`config.mk`:
```
export PLATFORM = sky130hd
export DESIGN_NAME = and_or_capture_reg_flat
export DESIGN_NICKNAME = d
export VERILOG_FILES = /design/src/rtl/and_or_capture_reg_if.sv /design/src/rtl/and_or_capture_reg.sv /design/src/flat_wrapper.sv
export SDC_FILE = /design/constraint.sdc
export NUM_CORES = 1
export LEC_CHECK = 0
export ABC_AREA = 1
export BUFFER_PORTS_ARGS = -buffer_cell sky130_fd_sc_hd__buf_4
export CORE_MARGIN = 3
export CORE_UTILIZATION = 45
export CTS_CLUSTER_SIZE = 12
export DETAILED_ROUTE_END_ITERATION = 16
export GPL_ROUTABILITY_DRIVEN = 0
export PLACE_DENSITY = 0.87
export SLEW_MARGIN = 20
export SYNTH_ARGS = -nofsm -noshare
export SYNTH_HDL_FRONTEND = slang
export SYNTH_SLANG_ARGS = --single-unit
```
`constraint.sdc`:
```
create_clock -name clk -period 4.1 [get_ports clk]
set_input_delay 0.41 -clock clk [delete_from_list [all_inputs] [get_ports clk]]
set_output_delay 0.41 -clock clk [all_outputs]
set_load 0.02 [all_outputs]
```
`src/rtl/and_or_capture_reg_if.sv`:
```
// Bundle of the control, data and status signals of and_or_capture_reg.
// The master drives en/mode/clr/din; the slave (the block) returns the captured results.
interface and_or_capture_reg_if #(
    parameter int NUM_CH = 4,
    parameter int TERMS  = 2,
    parameter int TERM_W = 2,
    parameter int CNT_W  = 8
);
    logic                             en;
    logic [1:0]                       mode;
    logic                             clr;
    logic [NUM_CH*TERMS*TERM_W-1:0]   din;
    logic [NUM_CH-1:0]                f;
    logic                             f_valid;
    logic                             chg;
    logic [CNT_W-1:0]                 chg_cnt;

    modport master (
        output en, mode, clr, din,
        input  f, f_valid, chg, chg_cnt
    );

    modport slave (
        input  en, mode, clr, din,
        output f, f_valid, chg, chg_cnt
    );
endinterface

```
`src/rtl/and_or_capture_reg.sv`:
```
// NUM_CH registered sum-of-products channels with four capture modes,
// sticky valid flag, change pulse and saturating change counter.
module and_or_capture_reg #(
    parameter int NUM_CH = 4,
    parameter int TERMS  = 2,
    parameter int TERM_W = 2,
    parameter int CNT_W  = 8
) (
    input logic                clk,
    input logic                rst_n,
    and_or_capture_reg_if.slave bus
);

    typedef enum logic [1:0] {
        FOLLOW     = 2'd0,
        SAMPLE     = 2'd1,
        STICKY     = 2'd2,
        GATED_ZERO = 2'd3
    } mode_t;

    logic [NUM_CH-1:0] g;
    logic [NUM_CH-1:0] f_next;
    logic [NUM_CH-1:0] f_cur;
    logic              valid_cur;
    logic              chg_cur;
    logic [CNT_W-1:0]  cnt_cur;
    logic              en_q;
    logic              rise;
    logic              capture;
    logic              changed;
    mode_t             mode;

    function automatic logic [CNT_W-1:0] sat_inc(input logic [CNT_W-1:0] c);
        return (&c) ? c : c + 1'b1;
    endfunction

    always_comb begin
        g = '0;
        for (int ch = 0; ch < NUM_CH; ch++) begin
            for (int t = 0; t < TERMS; t++) begin
                g[ch] = g[ch] | (&bus.din[(ch*TERMS+t)*TERM_W +: TERM_W]);
            end
        end
    end

    assign mode = mode_t'(bus.mode);
    assign rise = bus.en & ~en_q;

    always_comb begin
        f_next  = f_cur;
        capture = 1'b0;
        case (mode)
            FOLLOW: begin
                if (bus.en) begin
                    f_next  = g;
                    capture = 1'b1;
                end
            end
            SAMPLE: begin
                if (rise) begin
                    f_next  = g;
                    capture = 1'b1;
                end
            end
            STICKY: begin
                if (bus.en) begin
                    f_next  = f_cur | g;
                    capture = 1'b1;
                end
            end
            GATED_ZERO: begin
                // Dropping en forces zero but is not a capture.
                if (bus.en) begin
                    f_next  = g;
                    capture = 1'b1;
                end else begin
                    f_next = '0;
                end
            end
            default: begin
                f_next  = f_cur;
                capture = 1'b0;
            end
        endcase
    end

    assign changed = (f_next != f_cur);

    // en_q tracks en regardless of clr so SAMPLE edge detection survives a clear.
    always_ff @(posedge clk) begin
        if (!rst_n) begin
            f_cur     <= '0;
            valid_cur <= 1'b0;
            chg_cur   <= 1'b0;
            cnt_cur   <= '0;
            en_q      <= 1'b0;
        end else begin
            en_q <= bus.en;
            if (bus.clr) begin
                f_cur     <= '0;
                valid_cur <= 1'b0;
                chg_cur   <= 1'b0;
                cnt_cur   <= '0;
            end else begin
                f_cur     <= f_next;
                valid_cur <= valid_cur | capture;
                chg_cur   <= changed;
                if (changed) begin
                    cnt_cur <= sat_inc(cnt_cur);
                end
            end
        end
    end

    assign bus.f       = f_cur;
    assign bus.f_valid = valid_cur;
    assign bus.chg     = chg_cur;
    assign bus.chg_cnt = cnt_cur;

endmodule

```
`src/flat_wrapper.sv`:
```
// flat-port wrapper written by rule: the top's interface ports become plain ports
module and_or_capture_reg_flat 
#(
    parameter int NUM_CH = 4,
    parameter int TERMS  = 2,
    parameter int TERM_W = 2,
    parameter int CNT_W  = 8
)
  (clk, rst_n, bus_en, bus_mode, bus_clr, bus_din, bus_f, bus_f_valid, bus_chg, bus_chg_cnt);
  and_or_capture_reg_if #(.NUM_CH(NUM_CH), .TERMS(TERMS), .TERM_W(TERM_W), .CNT_W(CNT_W)) bus_i ();
  input logic clk;
  input logic rst_n;
  input wire logic [$bits(bus_i.en)-1:0] bus_en;
  input wire logic [$bits(bus_i.mode)-1:0] bus_mode;
  input wire logic [$bits(bus_i.clr)-1:0] bus_clr;
  input wire logic [$bits(bus_i.din)-1:0] bus_din;
  output wire logic [$bits(bus_i.f)-1:0] bus_f;
  output wire logic [$bits(bus_i.f_valid)-1:0] bus_f_valid;
  output wire logic [$bits(bus_i.chg)-1:0] bus_chg;
  output wire logic [$bits(bus_i.chg_cnt)-1:0] bus_chg_cnt;
  assign bus_i.en = bus_en;
  assign bus_i.mode = bus_mode;
  assign bus_i.clr = bus_clr;
  assign bus_i.din = bus_din;
  assign bus_f = bus_i.f;
  assign bus_f_valid = bus_i.f_valid;
  assign bus_chg = bus_i.chg;
  assign bus_chg_cnt = bus_i.chg_cnt;
  and_or_capture_reg #(.NUM_CH(NUM_CH), .TERMS(TERMS), .TERM_W(TERM_W), .CNT_W(CNT_W)) u_core (.clk(clk), .rst_n(rst_n), .bus(bus_i));
endmodule
```
Word-level counts from Yosys, hierarchy flattened. Cells that the tools add are included.

Flip-flop bits (word level): 15. Output and inout port bits: 14. Word-level logic and storage cells: 41.

Add/sub/neg operators: 1. Eq/ne operators: 4. Multiplexer cells: 8. Bitwise gates (word level): 10. Reductions and logical operators: 13.

Operators by type and width (count): $reduce_and 2->1 (9); $mux 4 (4); $pmux 4 s4 (1); $add 8x1->8 const B (1); $reduce_and 8->1 (1); $or 1x1->1 (5); $eq 2x2->1 const B (2); $ne 4x4->1 (1); $or 4x4->4 (1); $not 1->1 (3); $reduce_or 3->1 (1); $eq 2x1->1 const B (1); $logic_not 2->1 (1); $mux 1 (2); $pmux 1 s2 (1); $reduce_or 2->1 (1); $and 1x1->1 (1).

Longest topological paths before layout.
Word-level depth: 7. Depth in mapped cells: 12.

Least setup slack after synthesis. OpenSTA, ideal clock, no wires.

Path kind: reg-to-reg. Start: register u_core.cnt_cur[0], in the netlist u_core.bus.chg_cnt[0]. End: register u_core.cnt_cur[2], in the netlist u_core.bus.chg_cnt[2]. Arrival time: 1481 ps. Slack: 2548 ps. Stages on the path, launching flop included: 8. Path through: dfxtp_1 -> ha_1 -> nand4_1 -> nor2_1 -> nand2_2 -> nand2_2 -> nand2_1 -> a21oi_1.

Word-level cells in the longest chain between the ends: 3. Elaborated cells on any way between the ends: 4.

Ends and longest elaborated chain: from (decl) (RTL line and_or_capture_reg.sv:26) `logic [CNT_W-1:0] cnt_cur;`; from (signal assigned) (RTL line and_or_capture_reg.sv:109) `cnt_cur <= sat_inc(cnt_cur);`; parallel branches: the longest is 3 deep, another holds $add 8x1->8.

Parallel ways; which one is timed is not known. A chain may end at the register's enable or synchronous reset.

Final worst setup path.
Start: register u_core.cnt_cur[0], in the netlist u_core.bus.chg_cnt[0]. End: register u_core.cnt_cur[1], in the netlist u_core.bus.chg_cnt[1].

Same word-level chain as after synthesis.

==> results.md <==
Outcome:
- The run finished with clean final reports.

Timing:
- The maximum clock frequency is 0.607 GHz.
- The final worst-path setup slack is 2450 ps.
- Subtracting the final worst setup slack from the clock period gives 1650 ps.
- Across the routed clock network, the largest skew measured is 7.55 ps.
- Setup repair after global routing left no endpoint under its margin.
- Summed over all failing endpoints, the final setup total negative slack is 0 ps.
- The total count of max-transition violations in the final report is 0.
- Measured against its own limit, the worst slew margin works out to 70.9%.
- The count of final hold-check violations is 0.
- The transition time of the tightest slew-check pin is 436 ps.
- Setup violations remaining at the end of the flow were counted as 0.
- Of the available clock period, the critical path in the final layout requires 40.2%.

Pwr:
- The sum of internal, switching and leakage power is 0.304 mW.
- The total power density per cell area is 260 mW/mm^2.
- The peak supply drop is 0.000210 V.
- Summed over all cells, the static leakage comes to 0.570 nW.

Critical path:
- The kind of critical path is flop to flop.
- The arrival time of the worst setup path is 1850 ps.
- The worst setup path is launched from a flop.
- The capture point of the critical path is u_core.bus.chg_cnt[1].
- In this run the critical register-to-register path is launched from u_core.bus.chg_cnt[0].
- The terminus of the critical flop-to-flop path is u_core.bus.chg_cnt[1].
- The worst path required time is 4310 ps.
- The path depth of the worst reg2reg path is 7.
- The kind of end point of the critical path is a flop.
- The beginning of the critical path is u_core.bus.chg_cnt[0].
- Setup slack on the worst reg-to-reg path comes out at 2450 ps.
- The maximum fanout encountered on the critical timing path is 9.

CTS:
- In this run, CTS created clock tree buffers numbering 3.
- Clock tree synthesis found a total of 15 sinks.
- The post-CTS repair timing setup buffer count is 0.
- In this run the number of H-tree levels came out at 1.
- The worst-skew pair later-pin latency is 290 ps.
- The CTS root buffer is sky130_fd_sc_hd__clkbuf_4.
- After clock tree synthesis, the repair step resized 0 gates.
- Buffers inserted to repair hold after CTS numbered 0.
- The longest clock path from root to sink contains 2 buffers.
- Clock-pin slew was measured on the worst setup and hold paths at 90 ps.
- TritonCTS built the clock tree.

Synthesis:
- By count the netlist is led by 36 x sky130_fd_sc_hd__nand2_1, 15 x sky130_fd_sc_hd__dfxtp_1, 15 x sky130_fd_sc_hd__nand3_1, 14 x sky130_fd_sc_hd__a21oi_1, 11 x sky130_fd_sc_hd__inv_1.
- Yosys mapped the design onto 18 distinct sky130hd cell types.
- The portion of synthesized cell area occupied by the leading cell type is 34.4%.
- Yosys instantiated no cell more often than sky130_fd_sc_hd__nand2_1.
- When the netlist entered floorplanning its net count stood at 147.
- The sequential element share of the synthesized area is 34.4%.
- Synthesis inferred 15 register bits.
- The average footprint of a synthesized cell is 7.04 um^2.
- For this run, the leading register cell type out of synthesis is sky130_fd_sc_hd__dfxtp_1.
- The cell area that synthesis handed to floorplanning was 873 um^2.
- The largest area contributor in the synthesized netlist is sky130_fd_sc_hd__dfxtp_1.
- The gate count of the mapped netlist is 124.
- In the synthesized netlist the async set-or-reset flop fraction comes to 0%.
- The synthesized design contains 0 enable-type register cells.
- Ranked by total cell area, the synthesized netlist is headed by sky130_fd_sc_hd__dfxtp_1 34%, sky130_fd_sc_hd__nand2_1 15%, sky130_fd_sc_hd__nand3_1 8.6%.
- The warning count from the yosys run is 0.

Global routing:
- The first global-routing pass estimated 3300 um of wire.
- The total congestion overflow after global routing is 0.
- Entering global routing, the biggest net connects 14 pins.
- The total routing resource utilization after global routing is 16.8%.
- The number of global-route vias before repair came to 792.
- The initial antenna violation count is 0.

Layout:
- In the final design database the tool counted 184 nets.
- In the final layout, the multi-input gates occupy 498 um^2.
- The sequential cells in the finished layout cover a total of 300 um^2.
- Of the cells placed in the final design, the portion with a size suffix greater than 1 is 33.1%.
- The filler cells instantiated in the layout total 157.
- The repair_antennas step left the layout with diodes totalling 0.
- Compared with the post-synthesis result, the final layout area differs by 33.7%.

Place:
- OpenSTA, run right after detailed placement, puts the worst setup slack at 2330 ps.
- The number of input and output port buffers inserted is 35.
- The placed wire-length estimate after detailed placement is 1540 um.

Detailed routing:
- The number of search-and-repair iterations in the first detailed-routing pass is 4.
- The remaining design rule violation count is 0.
- The final route contains 917 vias.
- The final antenna-violating net count is 0.
- Summed over all layers, the routed wires come to 1930 um.
- Dividing the detail-routed wire length by the instance count gives 10.4 um.
- The iteration-0 DRC count of the detailed router is 17.
- The ratio of routed vias to standard cells is 4.96.

Floorplanning:
- During I/O placement, the number of pins put on the boundary was 36.
- The die area is 0.00251 mm^2.
- The floorplan step set the die height to 50.1 um.
- The total area inside the core boundary comes to 0.00178 mm^2.
- Once the floorplan was initialized, standard cells occupied 49.0% of the core.
- After floorplanning, the core was divided into 15 placement rows.
- The die extent in x is 50.1 um.

Worst hold path:
- The type of the worst min-delay path is input port to flop.

Flow run:
- The max-cap violation count is 0.
cell type report:
cell class | instances | share of cell area, %
multi-input cells | 93 | 42.7
flip-flops and latches | 15 | 25.7
repair buffers | 35 | 22.5
inverters | 13 | 4.18
well taps | 25 | 2.68
clock buffers | 4 | 2.25
where the power goes:
part	leakage (nW)	switching, mW	internal, mW
Sequential	0.122	0.00413	0.150
Combinational	0.433	0.0368	0.0298
Clock	0.0150	0.0454	0.0378
worst max-delay path, stage by stage, from the launching register on:
cell                      delay [ps]
sky130_fd_sc_hd__dfxtp_1         450
sky130_fd_sc_hd__ha_1            250
sky130_fd_sc_hd__nand4_1         130
sky130_fd_sc_hd__nor2_1          200
sky130_fd_sc_hd__nand2_2         180
sky130_fd_sc_hd__nand2_2         160
sky130_fd_sc_hd__nand2_1          60
sky130_fd_sc_hd__a21oi_1         130
cell families (layout without fill, tap and decap cells):
family          count (synthesis)  after routing  synth area share [%]
compound gates                 14             14                  8.02
fa+ha+maj                       1              1                  1.43
xor+xnor                        5              5                  5.02
flops                          15             15                  34.4
buf+inv                        16             52                  8.60
simple gates                   73             73                  42.5
layer usage:
metal	track usage, %	part of all wire (%)	vias up
li1	-	-	477
met1	21.2	43	413
met2	27.2	51	22
met3	4.53	4.2	5
met4	5.53	1.6	0
met5	0	0	-
flip-flops by register name (all words and copies together), names as in the netlist:
name,flops
u_core.bus.chg_cnt,8
u_core.bus.f,4
u_core.bus.chg,1
u_core.bus.f_valid,1
u_core.en_q,1
stage by stage:
stage | instances | instance area (um^2) | hold slack, ps | utilization (%)
global route | 185 | 1170 | 307 | 65.5
finish | 185 | 1170 | 307 | 65.5
CTS | 185 | 1170 | 303 | 65.5
floorplan | 124 | 873 | 508 | -
detailed placement | 181 | 1140 | 476 | 64.0
global placement | 181 | 1140 | 459 | 64.0
worst min path at each step:
stage | from | endpoint | cells past startpoint
finish | rst_n | u_core.en_q | 3
global route | rst_n | u_core.en_q | 3
CTS | rst_n | u_core.en_q | 3
detailed placement | u_core.bus.f_valid | u_core.bus.f_valid | 2
global placement | u_core.bus.f_valid | u_core.bus.f_valid | 2
floorplan | rst_n | u_core.en_q | 2
cells in the final DEF, fill, tap and decap left out, types with 3 or more instances in the layout:
cell type and count:
sky130_fd_sc_hd__buf_4 35, sky130_fd_sc_hd__xor2_1 3, sky130_fd_sc_hd__nand2_1 36, sky130_fd_sc_hd__clkbuf_4 3, sky130_fd_sc_hd__dfxtp_1 15, sky130_fd_sc_hd__nor2_1 4
sky130_fd_sc_hd__a21oi_1 14, sky130_fd_sc_hd__nand4_1 4, sky130_fd_sc_hd__nand2_2 4, sky130_fd_sc_hd__nand3_2 6, sky130_fd_sc_hd__inv_1 11, sky130_fd_sc_hd__nand3_1 15
Power figures use the tool's default switching activity.
